--- src/rtl/dlx_fetch_unit.sv ---
// DLX instruction fetch stage. Sequences the PC, runs the IRAM
// ENABLE/DATA_READY handshake with at most one request in flight, and
// buffers returned words with their PCs in a small FIFO read by decode.
module dlx_fetch_unit #(
    parameter int                      ADDRESS_SIZE = 32,
    parameter int                      WORD_SIZE    = 32,
    parameter logic [ADDRESS_SIZE-1:0] RESET_PC     = '0,
    parameter int                      PC_INCREMENT = 4,
    parameter int                      FIFO_DEPTH   = 2
) (
    input  logic                    clk,
    input  logic                    rst,
    output logic [ADDRESS_SIZE-1:0] IRAM_ADDRESS,
    output logic                    IRAM_ENABLE,
    input  logic                    IRAM_DATA_READY,
    input  logic [WORD_SIZE-1:0]    IRAM_DATA,
    input  logic                    redirect_valid,
    input  logic [ADDRESS_SIZE-1:0] redirect_pc,
    output logic                    if_valid,
    output logic [WORD_SIZE-1:0]    if_instr,
    output logic [ADDRESS_SIZE-1:0] if_pc,
    input  logic                    if_ready
);

    localparam int PTR_W = (FIFO_DEPTH > 1) ? $clog2(FIFO_DEPTH) : 1;
    localparam int CNT_W = $clog2(FIFO_DEPTH + 1);

    localparam logic [PTR_W-1:0]        LAST_PTR = PTR_W'(FIFO_DEPTH - 1);
    localparam logic [CNT_W-1:0]        DEPTH_C  = CNT_W'(FIFO_DEPTH);
    localparam logic [ADDRESS_SIZE-1:0] PC_STEP  = ADDRESS_SIZE'(PC_INCREMENT);

    localparam logic [1:0] S_IDLE = 2'd0;
    localparam logic [1:0] S_REQ  = 2'd1;
    localparam logic [1:0] S_DROP = 2'd2;

    logic [1:0]              state_q;
    logic [ADDRESS_SIZE-1:0] pc_q;
    logic [ADDRESS_SIZE-1:0] addr_q;
    logic [CNT_W-1:0]        cnt_q;
    logic [PTR_W-1:0]        head_q;
    logic [PTR_W-1:0]        tail_q;

    logic [ADDRESS_SIZE-1:0] buf_pc    [FIFO_DEPTH];
    logic [WORD_SIZE-1:0]    buf_instr [FIFO_DEPTH];

    logic                    credit;
    logic                    push;
    logic                    pop;
    logic [ADDRESS_SIZE-1:0] redir_target;
    logic                    unused_redirect_lo;

    // Circular pointer advance that also works for non-power-of-two depths.
    function automatic logic [PTR_W-1:0] ptr_next(input logic [PTR_W-1:0] p);
        if (p == LAST_PTR) begin
            return '0;
        end
        return p + PTR_W'(1);
    endfunction

    // Requests are only issued from IDLE, so nothing is in flight when the
    // credit is evaluated and the buffer occupancy alone decides it.
    assign credit = (cnt_q < DEPTH_C);

    // A redirect discards any same-cycle response; a pop is still honoured.
    assign push = (state_q == S_REQ) && IRAM_DATA_READY && !redirect_valid;
    assign pop  = if_valid && if_ready;

    // Branch targets are forced to word alignment.
    assign redir_target       = {redirect_pc[ADDRESS_SIZE-1:2], 2'b00};
    assign unused_redirect_lo = ^redirect_pc[1:0];

    assign IRAM_ENABLE  = (state_q != S_IDLE);
    assign IRAM_ADDRESS = addr_q;
    assign if_valid     = (cnt_q != '0);
    assign if_instr     = if_valid ? buf_instr[head_q] : '0;
    assign if_pc        = if_valid ? buf_pc[head_q]    : '0;

    // Fetch FSM, PC and FIFO bookkeeping; redirect outranks push and pop.
    always_ff @(posedge clk) begin
        if (rst) begin
            state_q <= S_IDLE;
            pc_q    <= RESET_PC;
            addr_q  <= RESET_PC;
            cnt_q   <= '0;
            head_q  <= '0;
            tail_q  <= '0;
        end else if (redirect_valid) begin
            pc_q   <= redir_target;
            cnt_q  <= '0;
            head_q <= '0;
            tail_q <= '0;
            case (state_q)
                S_REQ, S_DROP: state_q <= IRAM_DATA_READY ? S_IDLE : S_DROP;
                default:       state_q <= S_IDLE;
            endcase
        end else begin
            case (state_q)
                S_IDLE: begin
                    if (credit) begin
                        state_q <= S_REQ;
                        addr_q  <= pc_q;
                    end
                end
                S_REQ: begin
                    if (IRAM_DATA_READY) begin
                        state_q <= S_IDLE;
                        pc_q    <= pc_q + PC_STEP;
                    end
                end
                S_DROP: begin
                    if (IRAM_DATA_READY) begin
                        state_q <= S_IDLE;
                    end
                end
                default: state_q <= S_IDLE;
            endcase

            if (push) begin
                tail_q <= ptr_next(tail_q);
            end
            if (pop) begin
                head_q <= ptr_next(head_q);
            end
            case ({push, pop})
                2'b10:   cnt_q <= cnt_q + CNT_W'(1);
                2'b01:   cnt_q <= cnt_q - CNT_W'(1);
                default: cnt_q <= cnt_q;
            endcase
        end
    end

    // Buffer storage; contents are qualified by the count, so no reset.
    always_ff @(posedge clk) begin
        if (push) begin
            buf_pc[tail_q]    <= addr_q;
            buf_instr[tail_q] <= IRAM_DATA;
        end
    end

endmodule
--- config.mk ---
export PLATFORM = sky130hd
export DESIGN_NAME = dlx_fetch_unit
export DESIGN_NICKNAME = d
export VERILOG_FILES = /design/src/rtl/dlx_fetch_unit.sv
export SDC_FILE = /design/constraint.sdc
export NUM_CORES = 1
export LEC_CHECK = 0
export CAP_MARGIN = 20
export CELL_PAD_IN_SITES_DETAIL_PLACEMENT = 1
export CELL_PAD_IN_SITES_GLOBAL_PLACEMENT = 1
export CORE_ASPECT_RATIO = 1.1
export CORE_MARGIN = 3
export CORE_UTILIZATION = 26
export DETAILED_ROUTE_END_ITERATION = 8
export PLACE_DENSITY_LB_ADDON = 0.1
export SYNTH_ARGS = -nofsm -noshare
export SYNTH_HDL_FRONTEND = slang
export SYNTH_SLANG_ARGS = --single-unit
--- constraint.sdc ---
create_clock -name clk -period 11.4 [get_ports clk]
set_input_delay 2.28 -clock clk [delete_from_list [all_inputs] [get_ports clk]]
set_output_delay 2.28 -clock clk [all_outputs]
set_load 0.02 [all_outputs]
### After elaboration in Yosys (flattened, before gate mapping)

Memories as Yosys holds them, arrays and structs flattened. A register that Yosys moved wholly into a read port is not among the register bits.
Cells that the tools add are included.

* register bits: 70
* RAM bits: 128
* input bits: 69
* output and inout port bits: 98
* word-level logic and storage cells: 68
* memories: 2

Memory list
* buf_instr: depth 2, width 32, read ports 1, clocked after memory_dff 1, write ports 1, RTL line 44 `logic [WORD_SIZE-1:0] buf_instr [FIFO_DEPTH];`
* buf_pc: depth 2, width 32, read ports 1, clocked after memory_dff 1, write ports 1, RTL line 43 `logic [ADDRESS_SIZE-1:0] buf_pc [FIFO_DEPTH];`

* add/subtract/negate cells: 5
* $lt $le $gt $ge: 1
* equal/unequal tests: 6
* muxes and demuxes: 30
* bitwise operators: 1
* reduce and logical (&&, ||, !) cells: 16

Operators with widths (number)
* $mux 32: 5
* $add 32x3->32 const B: 1
* $mux 1: 18
* $mux 2: 5
* $reduce_bool 2->1: 5
* $pmux 2 s2: 2
* $reduce_and 2->1: 3
* $eq 2x1->1 const B: 2
* $eq 2x2->1 const B: 2
* $reduce_or 2->1: 2
* $logic_and 1x1->1: 3
* $ne 3x1->1 const B: 1
* $ne 3x3->1 const B: 1
* $reduce_and 3->1: 1
* $add 1x1->1 const B: 2
* $add 2x1->2 const B: 1
* $logic_not 2->1: 1
* $lt 2x2->1 const B: 1
* $sub 2x1->2 const B: 1
* $logic_not 1->1: 1
* $not 1->1: 1

### Longest topological paths before layout

* depth in word-level cells: 8
* gate-level depth with buffers: 8

### Worst setup path before layout

OpenSTA, ideal clock, no wires.

* kind: in2reg
* start: input port redirect_valid
* end: memory buf_instr[0][0], enable pin
* library setup time: 0.482 ns
* data arrival time: 5.604 ns
* path slack: 5.313 ns
* stages: 5
* cell sequence: clkbuf_1 > inv_1 > clkbuf_1 > nand3_1 > nor2_1

* cells in the longest elaborated chain, start to end: 4

RTL lines
* start: declaration: RTL line 17 `input logic redirect_valid,`
* $logic_not 1->1: RTL line 65 `assign push = (state_q == S_REQ) && IRAM_DATA_READY && !redirect_valid;`
* $logic_and 1x1->1: RTL line 65
* $mux 1: RTL line 134 `if (push) begin`
* $mux 1 (not written as such): RTL line 136 `buf_instr[tail_q] <= IRAM_DATA;`
* end: declaration: RTL line 44

Every way passes these cells.

### Worst setup path after layout

* start: register cnt_q[1]
* end: output port if_pc[12]

* cells in the longest elaborated chain, start to end: 2

RTL lines
* start: declaration: RTL line 39 `logic [CNT_W-1:0] cnt_q;`
* start signal: assignment: RTL line 125 `2'b10: cnt_q <= cnt_q + CNT_W'(1);`
* start signal: assignment: RTL line 126 `2'b01: cnt_q <= cnt_q - CNT_W'(1);`
* start signal: assignment: RTL line 127 `default: cnt_q <= cnt_q;`
* $reduce_bool 2->1: RTL line 74 `assign if_valid = (cnt_q != '0);`
* $mux 32: RTL line 76 `assign if_pc = if_valid ? buf_pc[head_q] : '0;`
* end: declaration: RTL line 21 `output logic [ADDRESS_SIZE-1:0] if_pc,`

Every way passes these cells.

==> results by stage <==
Global route:
- The initial antenna violation count came to 0.
- The number of global-route vias before repair is 6116.
- The maximum number of pins on one net before global-route repair is 74.
- Across every metal layer, demand over resource in global routing totals 0.1324.
- The first global-routing pass estimated 33600 um of wire.
- The overflow left after global routing is 0.

Route:
- The wire length after detailed routing is 20920 um.
- The highest metal layer used by the detailed router is met4.
- The via density per instance is 4.673.
- The sum of met2 wire segment lengths after detailed routing is 10640 um.
- The number of antenna-violating nets in the routed design is 0.
- In the routed design, unresolved DRC markers number 0.
- For this block, the initial DRC count from the detailed router was 257.
- The met1 wire length is 9245 um.
- The first TritonRoute pass finished after 4 iterations.
- The routed length on met3 is 808 um.
- The total number of vias is 5645.
- The mean routed wirelength per cell is 17.32 um.

Placed design:
- In this run, placement finished with an instance count of 1175.
- The placed instances occupy a cell area of 0.009824 mm^2.
- The final estimated routing congestion in global placement is 0.7202.
- At the placement stage, the worst setup path has a slack of 6.343 ns.
- Detailed placement finished with a half-perimeter wire length of 14300 um.
- The count of port buffers added during placement is 160.

Clock network:
- Clock tree synthesis inserted a total of 17 buffers.
- The clock latency reported for the late side of the worst-skew pair is 0.43 ns.
- The clock passes through at most 2 buffers.
- The clock tree from TritonCTS is yes.
- Post-CTS timing repair inserted 0 buffers for setup.
- The H-tree was split into 4 levels.
- For this design, the sink count on the clock tree is 191.
- The number of hold buffers added after CTS was 0.
- The post-CTS clock slew at the launch and capture registers of the worst setup and hold paths is 0.07 ns.
- The root buffer cell is clkbuf_16.
- In this run, post-CTS repair resized a total of 0 instances.

Yosys:
- The most numerous cell in the Yosys netlist is edfxtp_1.
- Among all flip-flop cells after synthesis, the most frequent one is edfxtp_1.
- The count of flip-flops with a built-in enable after synthesis is 124.
- The Yosys step of the flow raised 0 warnings.
- Synthesis inferred 191 register bits.
- For this run, the register share of the synthesized area comes to 0.6461.
- The average size of a mapped cell is 11.56 um^2.
- For this run, asynchronously set or reset flops after synthesis account for 0.
- Summed over all instances, the cell type with the most area after synthesis is edfxtp_1.
- The area share of the largest cell type after synthesis is 0.4750.
- Yosys mapped the design onto 39 distinct sky130hd cell types.
- After synthesis the cells add up to 0.007839 mm^2.
- Sorting the synthesized cells by how often they occur yields edfxtp_1 (124), nor2_1 (98), nand2_1 (85).
- Yosys attributes the largest share of cell area to edfxtp_1 (48%), dfxtp_1 (17%), mux2i_1 (7.9%), nor2_1 (4.7%), nand2_1 (4.1%).
- The post-synthesis instance total is 678.

Critical path:
- The type of destination of the critical path is an output pin.
- In this run the critical register-to-register path is launched from state_q[0].
- The cell depth of the worst flop-to-flop path is 4.
- The endpoint of the most critical register-to-register path is buf_pc[1][15].
- The required time of the worst setup path is 9.12 ns.
- The internal reg-to-reg setup slack is 8.69 ns.
- The worst setup path is of the register to output pin kind.
- The arrival time at the worst endpoint is 2.62 ns.
- In this run the worst path has a maximum fanout of 41.
- The worst setup path is launched from a register.

Power:
- The relative contribution of sequential cells to total power is 0.527.
- The reported net switching power is 334.9 uW.
- The share of total power dissipated in combinational logic is 0.071.
- The leakage power total is 0.003265 uW.
- Power spread over the standard cell area amounts to 140.4 mW/mm^2.
- Cell internal power was estimated by the tool at 1129 uW.
- Of the total power, the share spent switching nets is 0.2288.
- The largest vdd supply drop is 0.09283 mV.
- The part of the total power dissipated in the clock network is 0.403.
- The overall power of the completed layout is 1463 uW.

Timing:
- Derived from the worst setup path, the maximum achievable clock frequency is 204.3 MHz.
- At the pin with the least slew margin, the transition time is 0.7802 ns.
- The max-slew violation count is 0.
- The post-route minimum period is 4.895 ns.
- Clock skew on the completed layout was measured at 0.007817 ns.
- Of the available clock period, the critical path in the final layout requires 0.4294.
- The number of failing setup endpoints in the final timing report is 0.
- Once routing completed, OpenROAD measured the worst setup slack at 6.505 ns.
- Setup repair after global routing left no endpoint under its margin.
- The number of endpoints with negative hold slack in the final report is 0.
- For the final routed database, the setup TNS stands at 0 ns.
- The worst pin sits at a relative slew slack of 0.4799.

Final layout:
- 0 antenna diodes ended up in the layout.
- The net count of the finished layout is 894.
- The post-route non-filler standard cell count is 1208.
- The finished cells cover 0.01042 mm^2.
- The fraction of layout instances using a drive strength above 1 is 0.05755.
- The area growth from synthesis to layout is 32.98%.

Die:
- The die footprint is 0.03227 mm^2.
- The horizontal die dimension is 171.6 um.
- Row generation in the floorplan step produced 66 rows.
- The die is 188.1 um tall.
- 167 I/O pins were placed.
- The initial core utilization is 0.2644.
- In this run the standard cell core region covers 0.02965 mm^2.

Worst hold path:
- The path type of the worst min-delay path is register to register.
- In this run the most critical hold path is launched from IRAM_ADDRESS[30].
- The worst-case hold path end point is buf_pc[0][30].
- Counting instances, the worst hold path has a depth of 0.

Flow run:
- The count of max-cap constraint violations is 0.

Outcome:
- The flow ran to the end, and the final reports show no timing, DRC or antenna violations.
metal layers:
layer | global-route usage | vias up
met5 | 0 | -
met1 | 0.1643 | 2800
met4 | 0.03746 | 0
met2 | 0.2316 | 108
met3 | 0.02720 | 15
li1 | - | 2722
how the worst max path moves through the flow:
stage	from	end	slack [ns]
after floorplan	redirect_valid	buf_instr[0][0]	5.31
final	cnt_q[1]	if_pc[12]	6.50
after detailed placement	redirect_valid	buf_pc[1][23]	6.34
after CTS	cnt_q[1]	if_pc[12]	6.39
after global placement	redirect_valid	buf_pc[0][18]	6.42
after global routing	cnt_q[1]	if_pc[24]	6.27
state kept, by name (all words and copies together) (netlist names), named ones only:
name          count
state_q           2
buf_instr        64
cnt_q             2
buf_pc           60
tail_q            1
head_q            1
IRAM_ADDRESS     30
pc_q             30
critical path, stage by stage, from the launching register on:
cell and delay [ns]:
dfxtp_1 0.40, nor2_4 0.54, buf_4 0.52, nor2_1 0.13, clkdlybuf4s50_1 0.56
area by class of cell:
type                    instances  area [um^2]
clock buffers                  21        440.4
fillers                      3234        19220
inverters                      12        45.04
clock inverters                11        131.4
multi-input cells             430         2566
repair buffers                169         1704
flip-flops and latches        191         5069
well taps                     374        467.9
cells in the final DEF (no fill, tap or decap), types with 8 or more instances in the layout:
cell type and count:
dfxtp_1 66, inv_1 12, nand3_1 22, or3_1 10, mux2i_1 62, clkdlybuf4s50_1 159, a21oi_1 37, or4_1 11
a311oi_1 14, clkbuf_16 17, edfxtp_1 124, o21ai_0 12, nand2_1 85, nor2_1 95, a211oi_1 8
power groups by stage:
stage          clock (uW)  combinational [uW]  sequential, uW
5_1_grt               642                 115             773
4_1_cts               614                 104             771
6_report              590                 103             771
3_3_place_gp            0                 100             785
2_1_floorplan           0                47.1             785
3_5_place_dp            0                 104             787
cell families after synthesis:
| kind of cell | share of synthesized area |
|---|---|
| compound gates | 0.06752 |
| fa+ha+maj | 0.006385 |
| other cells | 0.0004784 |
| xor+xnor | 0.01341 |
| simple gates | 0.1555 |
| flops | 0.6461 |
| mux | 0.07917 |
| buf+inv | 0.03144 |
per-stage QoR:
stage / hold slack [ns] / utilization
floorplan: 0.4445 / -
global placement: 0.4695 / 0.3305
detailed placement: 0.4767 / 0.3314
CTS: 0.4939 / 0.3507
global route: 0.5063 / 0.3516
finish: 0.4923 / 0.3516
Power figures use the tool's default switching activity.
